[src/rtl/axi_mig_bridge.sv]
// AXI4 slave to MIG app_* bridge: one 16-byte MIG command per AXI beat, with a single command in flight.
// Reads and writes are serialized through one FSM; AW/AR arbitration alternates on contention.
module axi_mig_bridge #(
  parameter int IDW = 4,
  parameter int AW  = 28
) (
  input  logic             mclk,
  input  logic             mrst_n,
  input  logic [IDW-1:0]   awid,
  input  logic [AW-1:0]    awaddr,
  input  logic [7:0]       awlen,
  input  logic             awvalid,
  output logic             awready,
  input  logic [127:0]     wdata,
  input  logic [15:0]      wstrb,
  input  logic             wlast,
  input  logic             wvalid,
  output logic             wready,
  output logic [IDW-1:0]   bid,
  output logic [1:0]       bresp,
  output logic             bvalid,
  input  logic             bready,
  input  logic [IDW-1:0]   arid,
  input  logic [AW-1:0]    araddr,
  input  logic [7:0]       arlen,
  input  logic             arvalid,
  output logic             arready,
  output logic [IDW-1:0]   rid,
  output logic [127:0]     rdata,
  output logic [1:0]       rresp,
  output logic             rlast,
  output logic             rvalid,
  input  logic             rready,
  output logic [AW-1:0]    app_addr,
  output logic [2:0]       app_cmd,
  output logic             app_en,
  input  logic             app_rdy,
  output logic [127:0]     app_wdf_data,
  output logic [15:0]      app_wdf_mask,
  output logic             app_wdf_wren,
  output logic             app_wdf_end,
  input  logic             app_wdf_rdy,
  input  logic [127:0]     app_rd_data,
  input  logic             app_rd_data_end,
  input  logic             app_rd_data_valid
);

  typedef enum logic [2:0] {IDLE, WCMD, WDAT, WRSP, RCMD, RWAIT, RDAT} state_t;

  state_t         state;
  logic [IDW-1:0] id_q;
  logic [AW-1:0]  addr_q;
  logic [7:0]     len_q;
  logic [7:0]     beat_cnt;
  logic           err;
  logic           last_grant_w;
  logic           last_beat;
  logic           grant_w;
  logic           grant_r;
  logic           unused_ok;

  assign unused_ok = ^{app_rd_data_end, awaddr[3:0], araddr[3:0]};

  assign last_beat = (beat_cnt == len_q);

  // Arbitration only matters when both address channels are valid together.
  assign grant_w = (state == IDLE) && awvalid && (!arvalid || !last_grant_w);
  assign grant_r = (state == IDLE) && arvalid && (!awvalid || last_grant_w);

  assign awready      = grant_w;
  assign arready      = grant_r;
  assign wready       = (state == WDAT) && app_wdf_rdy;
  assign app_wdf_wren = wready && wvalid;
  assign app_wdf_end  = app_wdf_wren;
  assign app_wdf_data = wdata;
  assign app_wdf_mask = ~wstrb;
  assign app_en       = (state == WCMD) || (state == RCMD);
  assign app_cmd      = (state == RCMD) ? 3'b001 : 3'b000;
  assign app_addr     = addr_q;
  assign bvalid       = (state == WRSP);
  assign bresp        = (bvalid && err) ? 2'b10 : 2'b00;
  assign bid          = id_q;
  assign rid          = id_q;
  assign rvalid       = (state == RDAT);
  assign rlast        = rvalid && last_beat;
  assign rresp        = 2'b00;

  always_ff @(posedge mclk or negedge mrst_n) begin
    if (!mrst_n) begin
      state        <= IDLE;
      id_q         <= '0;
      addr_q       <= '0;
      len_q        <= '0;
      beat_cnt     <= '0;
      err          <= 1'b0;
      last_grant_w <= 1'b0;
      rdata        <= '0;
    end else begin
      case (state)
        IDLE: begin
          if (grant_w) begin
            id_q     <= awid;
            addr_q   <= {awaddr[AW-1:4], 4'b0000};
            len_q    <= awlen;
            beat_cnt <= '0;
            err      <= 1'b0;
            if (arvalid) last_grant_w <= 1'b1;
            state    <= WCMD;
          end else if (grant_r) begin
            id_q     <= arid;
            addr_q   <= {araddr[AW-1:4], 4'b0000};
            len_q    <= arlen;
            beat_cnt <= '0;
            err      <= 1'b0;
            if (awvalid) last_grant_w <= 1'b0;
            state    <= RCMD;
          end
        end
        WCMD: if (app_rdy) state <= WDAT;
        WDAT: begin
          if (wvalid && app_wdf_rdy) begin
            if (wlast != last_beat) err <= 1'b1;
            if (last_beat) begin
              state <= WRSP;
            end else begin
              addr_q   <= addr_q + AW'(16);
              beat_cnt <= beat_cnt + 8'd1;
              state    <= WCMD;
            end
          end
        end
        WRSP: if (bready) state <= IDLE;
        RCMD: if (app_rdy) state <= RWAIT;
        RWAIT: begin
          if (app_rd_data_valid) begin
            rdata <= app_rd_data;
            state <= RDAT;
          end
        end
        RDAT: begin
          if (rready) begin
            if (last_beat) begin
              state <= IDLE;
            end else begin
              addr_q   <= addr_q + AW'(16);
              beat_cnt <= beat_cnt + 8'd1;
              state    <= RCMD;
            end
          end
        end
        default: state <= IDLE;
      endcase
    end
  end

endmodule

[config.mk]
export PLATFORM = sky130hd
export DESIGN_NAME = axi_mig_bridge
export DESIGN_NICKNAME = d
export VERILOG_FILES = /design/src/rtl/axi_mig_bridge.sv
export SDC_FILE = /design/constraint.sdc
export NUM_CORES = 1
export LEC_CHECK = 0
export CAP_MARGIN = 30
export CELL_PAD_IN_SITES_DETAIL_PLACEMENT = 1
export CELL_PAD_IN_SITES_GLOBAL_PLACEMENT = 1
export CORE_AREA = 5 5 266 268
export CTS_CLUSTER_DIAMETER = 150
export CTS_CLUSTER_SIZE = 10
export DETAILED_ROUTE_END_ITERATION = 16
export DIE_AREA = 0 0 271 273
export GPL_TIMING_DRIVEN = 0
export PLACE_DENSITY_LB_ADDON = 0.1
export SLEW_MARGIN = 0
export SYNTH_ARGS = -nofsm -noshare
export SYNTH_HDL_FRONTEND = slang
export SYNTH_SLANG_ARGS = --single-unit
[constraint.sdc]
create_clock -name mclk -period 4.6 [get_ports mclk]
set_input_delay 0.69 -clock mclk [delete_from_list [all_inputs] [get_ports mclk]]
set_output_delay 0.69 -clock mclk [all_outputs]
set_load 0.005 [all_outputs]
## After elaboration in Yosys (flattened, before gate mapping)

Index checks and enable logic that the tools add are counted.

| cells by class | value |
|---|---|
| $add $sub $neg | 2 |
| bitwise operators | 1 |
| reduce and logical (&&, ||, !) cells | 26 |
| magnitude comparators | 0 |
| div/mod/pow operators | 0 |
| multiplexer cells | 38 |
| shifts and indexed selects | 0 |
| multiply operators | 0 |
| equal/unequal tests | 17 |

Operator list:

| kind | number |
|---|---|
| 28-bit 2-to-1 mux | 5 |
| 28-bit case mux with 3 select lines | 1 |
| 8-bit 2-to-1 mux | 7 |
| 28-bit by 5-bit adder with 28-bit output, second input constant | 1 |
| 3-bit 2-to-1 mux | 9 |
| 8-bit case mux with 3 select lines | 1 |
| 3-bit case mux with 7 select lines | 1 |
| 16-bit inverter | 1 |
| 4-bit AND reduction | 3 |
| 2-bit by 1-bit != test with 1-bit output, second input constant | 5 |
| 3-bit == test, second input constant | 3 |
| 1-bit logical AND | 9 |
| 1-bit 2-to-1 mux | 9 |
| 8-bit by 1-bit adder with 8-bit output, second input constant | 1 |
| 8-bit == test | 1 |
| 4-bit 2-to-1 mux | 2 |
| 7-bit AND reduction | 1 |
| 3-bit by 2-bit == test with 1-bit output, second input constant | 2 |
| 2-bit != test, second input constant | 3 |
| 2-bit nonzero test | 3 |
| 2-bit 2-to-1 mux | 2 |
| 2-bit AND reduction | 2 |
| 3-bit by 1-bit == test with 1-bit output, second input constant | 1 |
| 1-bit zero test | 3 |
| 6 further kinds | 8 |

| word-level totals | value |
|---|---|
| register bits after elaboration | 181 |
| memories | 0 |
| word-level logic and storage cells | 92 |
| output and inout port bits | 324 |
| ROM bits | 0 |
| bits in writable memories | 0 |
| bits in latches | 0 |
| bits of input ports | 364 |

## Depth between registers and ports, before layout

Gate-level depths: netlist of run 1.

| logic depth | value |
|---|---|
| depth after elaboration | 6 |
| gate-level depth with buffers | 8 |

## Worst setup path before layout of run 1

OpenSTA, ideal clock, no wires.

| timing path | value |
|---|---|
| kind | input to output |
| from | in awvalid |
| to | out awready |
| path buffers | 1 |
| cell stages on the path | 4 |
| required time | 3.910 ns |
| setup slack | 2.508 ns |
| data arrival time | 1.402 ns |
| cell sequence | a21boi_1 nand2_2 inv_1 buf_2 |

| on the way | value |
|---|---|
| longest elaborated chain between the ends | 2 |

Ends and longest elaborated chain:

| element | RTL line | source |
|---|---|---|
| from (decl) | 12 | `input logic awvalid,` |
| 1-bit logical AND (2 in a row) | 67 | `assign grant_w = (state == IDLE) && awvalid && (!arvalid \|\| !last_grant_w);` |
| to (decl) | 13 | `output logic awready,` |

No other way between the ends.

## Final worst setup path of run 1

Same ends and word-level chain as after synthesis.

==> reports/results.txt, run 1 <==
Simple-Gate Fraction of Synth Area = 9.14%
FF+latch area = 4430 um^2
Slew @ Worst Pin = 0.920 ns
DRT Pass-1 Iters = 4
Design Area, Final = 16400 um^2
row cnt = 96
Detailed Route Iter0 Violations = 200
portion of netlist area occupied by mux cells = 16.7%
RR Endpoint = app_addr[13]
total die area = 74000 um^2
Critical R2R Launch = beat_cnt[2]
Clock Skew = 0.0167 ns
status = finished clean
most common cell in the netlist = dfrtp_1
Max-Cap Viols = 0
top-area cell type share of the netlist area = 48.5%
layout cells sized above 1 = 25.9%
post-synthesis xor/xnor area fraction = 1.05%
leakage power figure = 6.70 nW
Max Transition Viols Final = 0
clock slew at reported path FFs = 0.09 ns
Synth Warn # = 0
ranking of synthesized cells by area = dfrtp_1 (48%), mux2_2 (16%), buf_4 (12%)
vias in the first global route = 9365
IO buf count = 541
Post-synth top flop = dfrtp_1
final worst-path cycle share = 83.1%
Distinct cells, synth = 69
hpwl dp = 38500 um
setup_tns = 0 ns
Adder-Cell Fraction of Synth Area = 0.274%
RSZ-0062 raised after global routing = false
Worst IR Drop VDD = 0.274 mV
CP Class = input pin to primary output
Max Root-Sink Buffers = 2
via count = 8386
setup bufs post-CTS = 0
routed wire length = 48200 um
Chip Height = 273 um
Critical Path Fanout Max = 10
setup ws final = 0.777 ns
sequential share of the synthesized area = 48.5%
first-pass GRT wire length = 68100 um
top cell type by total area after synthesis = dfrtp_1
CP Launch Type = input pin
Mapped Cells = 811
Num CTS Buffers = 17
hold_buf cts = 0
crit end category = primary output
Final setup viols = 0
Post-synth EDFFs = 0
Layout fillers = 7734
Final Power = 8.88 mW
PD cells = 542 nW/um^2
num ports = 688
global route overflow = 0
Sw Share = 35.9%
Placeable Area = 68100 um^2
Worst-Skew Late Latency = 0.49 ns
largest family of logic cells by synthesized area = multiplexers
Detail Route Antenna Nets = 0
Internal = 5.69 mW
initial core utilization = 13.4%
CP arrival = 3.13 ns
GRT Resource Usage Total = 12.6%
Comb power frac = 49.8%
HP Class = input pin to asynchronous set/reset pin
initial antenna violation count = 14
P_sw = 3.19 mW
area of the multi-input gates = 3380 um^2
Slew headroom = 38.3%
Synth Area in Compound Gates = 9.43%
Worst Path Required = 3.91 ns
Fin. Hold Viols = 0
min Tclk post-route = 3.82 ns
width of the die = 271 um
DP Area = 15700 um^2
fmax = 262 MHz
post-route DRC violation count = 0
# nets final = 1748
pin count of the biggest net entering global routing = 77
DR WL/cell = 21.1 um
async set-reset flop share out of synthesis = 100%
Syn Std Cell Area = 9140 um^2
placer congestion estimate = 0.730
pre-CTS setup slack = 0.606 ns
TritonCTS clock tree = yes
Post-CTS Resized = 0
fin util = 24.1%
#FFs+latches synth = 177
Syn Area/Cell = 11.3 um^2
Avg Vias per Cell = 3.67
H-tree Lvls = 4
Seq pwr share = 32.0%
Sink Count = 177
R2R cell count = 6
R2R setup slack = 2.02 ns
Root Driver = clkbuf_16
P&R area growth vs syn = 79.4%
Clock power frac = 18.2%
top post-synthesis cells by count = dfrtp_1 (177), buf_4 (143), mux2_2 (133)
[kinds of logic after synthesis]
family / count (synthesis)
buffers and inverters: 208
XOR/XNOR: 11
multiplexers: 136
other: 1
AO/OA/AOI/OAI: 118
AND/OR/NAND/NOR: 158
flip-flops: 177
adder cells (fa/ha/maj): 2
[sequential cells by signal, indices dropped and copies added (netlist names)]
name          count
beat_cnt          8
len_q             8
bid               4
app_addr         24
rdata           128
state             3
err               1
last_grant_w      1
[through the flow]
step | cells | hold slack (ns)
finish | 2283 | 0.0663
global route | 2280 | 0.0467
CTS | 2276 | 0.0289
detailed placement | 2244 | 0.489
global placement | 2242 | 0.478
floorplan | 819 | 0.394
[cell type report]
type,count,area share [%]
Clock buffer,18,2.62
Timing Repair Buffer,544,33.5
Antenna cell,6,0.0916
Tap cell,882,6.73
Buffer,184,7.75
Clock inverter,14,1.15
Multi-Input combinational cell,434,20.6
Inverter,24,0.549
Sequential cell,177,27.0
[cell usage in the layout (no fill, tap or decap), types with 5 or more instances in the layout]
cell type	Yosys	layout
buf_2	28	28
mux2_2	133	133
xnor2_1	10	10
clkbuf_1	10	11
inv_1	24	24
and3_1	11	11
o21ai_0	11	11
clkdlybuf4s50_1	0	540
a21oi_1	11	11
nand2_1	31	31
nand3_1	21	21
o31ai_1	11	11
clkinv_8	0	5
nor2_1	43	43
dfrtp_1	177	177
buf_4	143	143
nor3_1	11	11
and2_1	7	7
a31oi_1	14	14
a211oi_1	5	5
diode_2	0	6
nand4_1	5	5
conb_1	1	9
clkbuf_16	0	17
o22ai_1	20	20
[power by group through the flow]
stage               clock, mW  sequential (mW)  combinational (mW)
floorplan                   0             2.83                1.76
global placement            0             2.85                4.55
detailed placement          0             2.87                4.56
CTS                      1.71             2.86                4.58
global route             1.75             2.97                4.82
finish                   1.62             2.84                4.42
[critical path, stage by stage]
cell	delay, ns
clkdlybuf4s50_1	0.52
a21boi_1	0.54
nand2_2	0.36
inv_1	0.15
buf_2	0.29
clkdlybuf4s50_1	0.57
[worst max path at each step]
stage             from      endpoint  slack [ns]  cells past startpoint
3_5_place_dp   awvalid       awready        0.61                      6
5_1_grt        awvalid       awready        0.51                      6
3_3_place_gp    mrst_n  app_addr[11]       -6.79                      1
4_1_cts        awvalid       awready        0.60                      6
6_report       awvalid       awready        0.78                      6
2_1_floorplan  awvalid       awready        2.51                      4
[layer usage]
layer | track usage, % | vias up | part of all wire [%]
li1 | - | 3856 | -
met1 | 14.0 | 4146 | 38
met2 | 21.9 | 312 | 52
met3 | 5.11 | 58 | 8.4
met4 | 4.19 | 14 | 1.9
met5 | 0 | - | 0.20
Power figures use the tool's default switching activity.
==> inputs of run 2 (changes only) <==
--- a/config.mk
+++ b/config.mk
@@ -8,11 +8,11 @@
 export CAP_MARGIN = 30
 export CELL_PAD_IN_SITES_DETAIL_PLACEMENT = 1
 export CELL_PAD_IN_SITES_GLOBAL_PLACEMENT = 1
-export CORE_AREA = 5 5 266 268
+export CORE_AREA = 5 5 265 267
 export CTS_CLUSTER_DIAMETER = 150
 export CTS_CLUSTER_SIZE = 10
 export DETAILED_ROUTE_END_ITERATION = 16
-export DIE_AREA = 0 0 271 273
+export DIE_AREA = 0 0 270 272
 export GPL_TIMING_DRIVEN = 0
 export PLACE_DENSITY_LB_ADDON = 0.1
 export SLEW_MARGIN = 0
==> constraint.sdc (replaced) <==
create_clock -name mclk -period 3.3 [get_ports mclk]
set_input_delay 0.495 -clock mclk [delete_from_list [all_inputs] [get_ports mclk]]
set_output_delay 0.495 -clock mclk [all_outputs]
set_load 0.005 [all_outputs]
==> run 2 against run 1 <==
  * Final cell count down 0.18%
  * Flip-flop and latch count unchanged
  * Total power up 40%
  * Sequential share of layout area up 0.058 points
  * Via count up 1.0%
  * Routed wire length down 0.67%
  * Sequential power up 39%
  * Hold slack worse by 0.055 ns
==> reports/results.txt, run 2 (synthesized netlist as in run 1, its figures left out) <==
status = finished clean (unchanged)
Worst-Skew Late Latency = 0.49 ns (about the same)
Top delay family on crit path = buffers and inverters (unchanged)
Worst Path Required = 2.80 ns (was 3.91 ns)
Critical Path Fanout Max = 10 (unchanged)
pin count of the biggest net entering global routing = 91 (was 77)
CP Class = input pin to primary output (unchanged)
Sink Count = 177 (unchanged)
total stage count of the critical path = 6 (unchanged)
Design Area, Final = 16400 um^2 (about the same)
Top Layer Used = met5 (unchanged)
DR WL met3 = 3210 um (was 4030 um)
P&R area growth vs syn = 79.0% (was 79.4%)
Final Power = 12.4 mW (was 8.88 mW)
first-pass GRT wire length = 67800 um (was 68100 um)
Worst IR Drop VDD = 0.394 mV (was 0.274 mV)
Fin. Hold Viols = 0 (unchanged)
Worst Setup SP = awvalid (unchanged)
M1 wire length = 18200 um (was 18300 um)
RR Endpoint = app_addr[4] (was app_addr[13])
routed wire length = 47800 um (was 48200 um)
Final setup viols = 0 (unchanged)
crit-path most repeated cell = clkdlybuf4s50_1 (unchanged)
crit end category = primary output (unchanged)
Worst path slowest cell = clkdlybuf4s50_1 (unchanged)
fmax = 322 MHz
CP arrival = 2.61 ns (was 3.13 ns)
HP Class = input pin to asynchronous set/reset pin (unchanged)
hpwl dp = 38500 um (about the same)
commonest non-fill, non-tap cell in the layout = clkdlybuf4s50_1 (unchanged)
TritonCTS clock tree = yes (unchanged)
Biggest register = rdata (unchanged)
Placeable Area = 67900 um^2 (was 68100 um^2)
crit-path cells = clkdlybuf4s50_1, a21boi_2, nand2_2, inv_1, buf_2, clkdlybuf4s50_1 (was clkdlybuf4s50_1, a21boi_1, nand2_2, inv_1, buf_2, clkdlybuf4s50_1)
final worst-path cycle share = 94.0%
Detail Route Antenna Nets = 0 (unchanged)
Max Transition Viols Final = 0 (unchanged)
total die area = 73400 um^2 (was 74000 um^2)
R2R cell count = 8 (was 6)
CP Launch Type = input pin (unchanged)
placer congestion estimate = 0.717 (was 0.730)
PD cells = 759 nW/um^2 (was 542 nW/um^2)
width of the die = 270 um (was 271 um)
vias in the first global route = 9292 (was 9365)
Slew @ Worst Pin = 0.894 ns (was 0.920 ns)
hold_buf cts = 0 (unchanged)
Root Driver = clkbuf_16 (unchanged)
Max Root-Sink Buffers = 2 (unchanged)
Num CTS Buffers = 17 (unchanged)
row cnt = 96 (unchanged)
clock slew at reported path FFs = 0.08 ns (was 0.09 ns)
CP endpoint = awready (unchanged)
CP bufs+invs = 4 (unchanged)
# nets final = 1747 (was 1748)
IO buf count = 541 (unchanged)
R2R setup slack = 0.84 ns (was 2.02 ns)
H-tree Lvls = 4 (unchanged)
Max-Cap Viols = 0 (unchanged)
global route overflow = 0 (unchanged)
max reg flops = 128 (unchanged)
via count = 8470 (was 8386)
Critical R2R Launch = state[0] (was beat_cnt[2])
RSZ-0062 raised after global routing = false (unchanged)
DR WL/cell = 21.0 um (was 21.1 um)
min Tclk post-route = 3.10 ns
layout cells sized above 1 = 25.9% (about the same)
Detailed Route Iter0 Violations = 244 (was 200)
DRT Pass-1 Iters = 4 (unchanged)
post-route DRC violation count = 0 (unchanged)
Avg Vias per Cell = 3.72 (was 3.67)
met2 WL = 25600 um (was 24900 um)
num ports = 688 (unchanged)
leakage power figure = 6.68 nW (was 6.70 nW)
GRT Resource Usage Total = 12.6% (about the same)
Clock Skew = 0.0125 ns (was 0.0167 ns)
initial core utilization = 13.5% (was 13.4%)
DP Area = 15700 um^2 (about the same)
Worst path max stage delay = 0.56 ns (was 0.57 ns)
Chip Height = 272 um (was 273 um)
commonest cells after routing, fill and taps aside = clkdlybuf4s50_1 (540), dfrtp_1 (177), buf_4 (143) (unchanged)
Slew headroom = 40.4% (was 38.3%)
initial antenna violation count = 8 (was 14)
[run 2: changes by cell type in the layout (fill, tap and decap cells not counted), sizes merged]
cell | previous run | this run
clkinvlp | 0 | 2
inv | 31 | 30
bufinv | 1 | 3
clkbuf | 28 | 29
clkinv | 6 | 1
diode | 6 | 4
buf | 178 | 177
[run 2: stage by stage]
stage | setup WS (ns) | util [%] | hold WS [ns] | setup TNS [ns] | instances
5_1_grt | 0.00263 | 24.1 | 0.0216 | 0 | 2277
3_3_place_gp | -7.80 | 23.1 | 0.474 | -1375.16 | 2242
4_1_cts | 0.0392 | 24.1 | 0.0303 | 0 | 2275
3_5_place_dp | -0.0581 | 23.2 | 0.481 | -0.0581 | 2244
6_report | 0.198 | 24.1 | 0.0110 | 0 | 2279
2_1_floorplan | 1.50 | - | 0.199 | 0 | 819
[run 2: area by class of cell]
| cell class | count | area (um^2) |
|---|---|---|
| fill | 7687 | 51500 |
| timing repair buffer | 543 | 5450 |
| sequential | 177 | 4430 |
| multi-input combinational | 434 | 3400 |
| buffer | 184 | 1270 |
| tap | 882 | 1100 |
| clock buffer | 19 | 433 |
| clock inverter | 12 | 171 |
| inverter | 24 | 90.1 |
| antenna | 4 | 10.0 |
[run 2: report_power, final]
group | internal, mW | switching [mW] | leakage [nW] | total [mW]
registers | 3.24 | 0.715 | 2.10 | 3.95
logic | 3.60 | 2.59 | 4.29 | 6.20
clock network | 1.21 | 1.06 | 0.289 | 2.27
[run 2: worst min-delay path by stage]
stage	start	endpoint	slack (ns)	cells after the start
after floorplan	mrst_n	app_addr[10]	0.20	0
after global placement	last_grant_w	last_grant_w	0.47	1
after detailed placement	last_grant_w	last_grant_w	0.48	1
after CTS	mrst_n	rdata[56]	0.03	1
after global routing	mrst_n	rdata[55]	0.02	1
final	mrst_n	rdata[56]	0.01	1
[run 2: what timing repair did]
action | CTS | global route
setup endpoints to repair | 3 | 2
setup buffers | 0 | 0
hold endpoints to repair | 0 | 0
resized for setup | 4 | 1
[run 2: routing by layer]
layer	vias to the layer above	GRT usage, %
li1	3863	-
met1	4254	14.0
met2	310	22.9
met3	39	4.19
met4	4	3.67
met5	-	0
==> inputs of run 3 (changes only) <==
--- a/config.mk
+++ b/config.mk
@@ -5,7 +5,7 @@
 export SDC_FILE = /design/constraint.sdc
 export NUM_CORES = 1
 export LEC_CHECK = 0
-export CAP_MARGIN = 30
+export CAP_MARGIN = 20
 export CELL_PAD_IN_SITES_DETAIL_PLACEMENT = 1
 export CELL_PAD_IN_SITES_GLOBAL_PLACEMENT = 1
 export CORE_AREA = 5 5 265 267
@@ -15,7 +15,7 @@
 export DIE_AREA = 0 0 270 272
 export GPL_TIMING_DRIVEN = 0
 export PLACE_DENSITY_LB_ADDON = 0.1
-export SLEW_MARGIN = 0
+export SLEW_MARGIN = 20
 export SYNTH_ARGS = -nofsm -noshare
 export SYNTH_HDL_FRONTEND = slang
 export SYNTH_SLANG_ARGS = --single-unit
==> run 3 against run 2 <==
  * Non-clock buffer count up 1
  * Clock-buffer cell count is the same
  * Hold slack better by 0.49 ns
  * Flip-flop and latch count unchanged
  * Sequential power is essentially flat
  * Fmax up 1.0%
  * Via count is 0.51% higher
  * Utilization about the same
  * Critical path type is now flip-flop to primary output
  * Critical endpoint is now rlast
==> reports/results.txt, run 3 (synthesized netlist as in run 1, its figures left out) <==
status = finished clean (unchanged)
CP Launch Type = flip-flop (was input pin)
# nets final = 1748 (was 1747)
Max Transition Viols Final = 0 (unchanged)
Detailed Route Iter0 Violations = 247 (was 244)
Critical Path Fanout Max = 10 (unchanged)
GRT Resource Usage Total = 12.6% (about the same)
TritonCTS clock tree = yes (unchanged)
Slew @ Worst Pin = 1.05 ns (was 0.894 ns)
via count = 8513 (was 8470)
first-pass GRT wire length = 68100 um (was 67800 um)
Final setup viols = 0 (unchanged)
Worst-Skew Late Latency = 0.49 ns (about the same)
crit end category = primary output (unchanged)
Max-Cap Viols = 0 (unchanged)
fmax = 326 MHz (was 322 MHz)
placer congestion estimate = 0.717 (unchanged)
width of the die = 270 um (unchanged)
final worst-path cycle share = 93.0% (was 94.0%)
FF+latch area = 4430 um^2 (unchanged)
Slew headroom = 29.8% (was 40.4%)
num ports = 688 (unchanged)
vias in the first global route = 9365 (was 9292)
row cnt = 96 (unchanged)
Worst IR Drop VDD = 0.390 mV (was 0.394 mV)
area of the multi-input gates = 3400 um^2 (unchanged)
leakage power figure = 6.70 nW (was 6.68 nW)
commonest cells after routing, fill and taps aside = clkdlybuf4s50_1 (540), dfrtp_1 (177), buf_4 (143) (unchanged)
setup bufs post-CTS = 0 (unchanged)
Num CTS Buffers = 17 (unchanged)
hold_sp = rdata[20]
min Tclk post-route = 3.07 ns (was 3.10 ns)
Avg Vias per Cell = 3.73 (was 3.72)
total die area = 73400 um^2 (unchanged)
Root Driver = clkbuf_16 (unchanged)
post-route DRC violation count = 0 (unchanged)
DRT Pass-1 Iters = 4 (unchanged)
layout cells sized above 1 = 26.1% (was 25.9%)
Critical R2R Launch = beat_cnt[2] (was state[0])
hpwl dp = 38800 um (was 38500 um)
Worst Setup SP = state[0] (was awvalid)
Fin Hold WS = 0.504 ns (was 0.0110 ns)
CP arrival = 2.58 ns (was 2.61 ns)
HP Class = flip-flop to flip-flop (was input pin to asynchronous set/reset pin)
Layout fillers = 7678 (was 7687)
Sink Count = 177 (unchanged)
global route overflow = 0 (unchanged)
RSZ-0062 raised after global routing = false (unchanged)
Final Power = 12.3 mW (was 12.4 mW)
Biggest register = rdata (unchanged)
CP Class = flip-flop to primary output (was input pin to primary output)
Detail Route Antenna Nets = 0 (unchanged)
Placeable Area = 67900 um^2 (unchanged)
clock slew at reported path FFs = 0.08 ns (about the same)
Max Root-Sink Buffers = 2 (unchanged)
P&R area growth vs syn = 79.3% (was 79.0%)
max reg flops = 128 (unchanged)
initial core utilization = 13.5% (unchanged)
Fin. Hold Viols = 0 (unchanged)
Chip Height = 272 um (unchanged)
H-tree Lvls = 4 (unchanged)
PD cells = 752 nW/um^2 (was 759 nW/um^2)
IO buf count = 541 (unchanged)
commonest non-fill, non-tap cell in the layout = clkdlybuf4s50_1 (unchanged)
Clock Skew = 0.0151 ns (was 0.0125 ns)
DR WL/cell = 20.9 um (was 21.0 um)
Worst Path Required = 2.80 ns (about the same)
pin count of the biggest net entering global routing = 75 (was 91)
initial antenna violation count = 9 (was 8)
routed wire length = 47800 um (about the same)
-- run 3: final timing paths --
path | depth (start not counted) | endpoint | slack (ns)
setup / recovery | 6 | rlast | 0.23
hold / removal | 1 | rdata[20] | 0.50
setup reg to reg | 6 | app_addr[4] | 0.83
hold reg to reg | 1 | rdata[20] | 0.50
max in group asynchronous | 3 | bid[0] | 1.93
min in group asynchronous | 2 | rdata[62] | 0.54
-- run 3: what timing repair did --
action	4_1_cts	5_1_grt
endpoints found under the setup margin	3	1
resized for setup	4	1
hold endpoints to repair	55	0
hold buffers	1	0
-- run 3: cell type report --
type	count	share of cell area [%]
timing repair buffer	544	33.5
sequential	177	27.0
multi-input combinational	434	20.8
buffer	184	7.76
tap	882	6.73
clock buffer	19	2.76
clock inverter	13	0.840
inverter	24	0.550
antenna	7	0.107
-- run 3: critical path, cell delays in order (launching register included) --
cell and delay, ns:
dfrtp_1 0.36, buf_2 0.19, nor2b_2 0.32, clkbuf_2 0.35
and2_1 0.19, and2_1 0.13, clkdlybuf4s50_1 0.56
-- run 3: metrics by stage --
stage	setup TNS (ns)	util (%)	area, um^2	worst slack [ns]	cells
2_1_floorplan	0	-	9170	1.50	819
3_3_place_gp	-1375.16	23.1	15700	-7.80	2242
3_5_place_dp	-0.0549	23.2	15700	-0.0549	2244
4_1_cts	0	24.1	16400	0.0448	2277
5_1_grt	0	24.1	16400	0.0183	2282
6_report	0	24.1	16400	0.230	2284
-- run 3: where the power goes --
part           leakage (nW)  total [mW]  switching (mW)  internal, mW
sequential             2.10        3.95           0.716          3.24
clock                 0.294        2.18            1.13          1.05
combinational          4.30        6.20            2.59          3.60
-- run 3: routing by layer --
layer	track usage, %	part of all wire [%]	wire [um]	vias up
li1	-	-	-	3874
met1	13.9	38	18300	4269
met5	0	0.044	21	-
met2	22.6	53	25400	326
met3	4.45	6.9	3300	40
met4	4.19	1.7	834	4
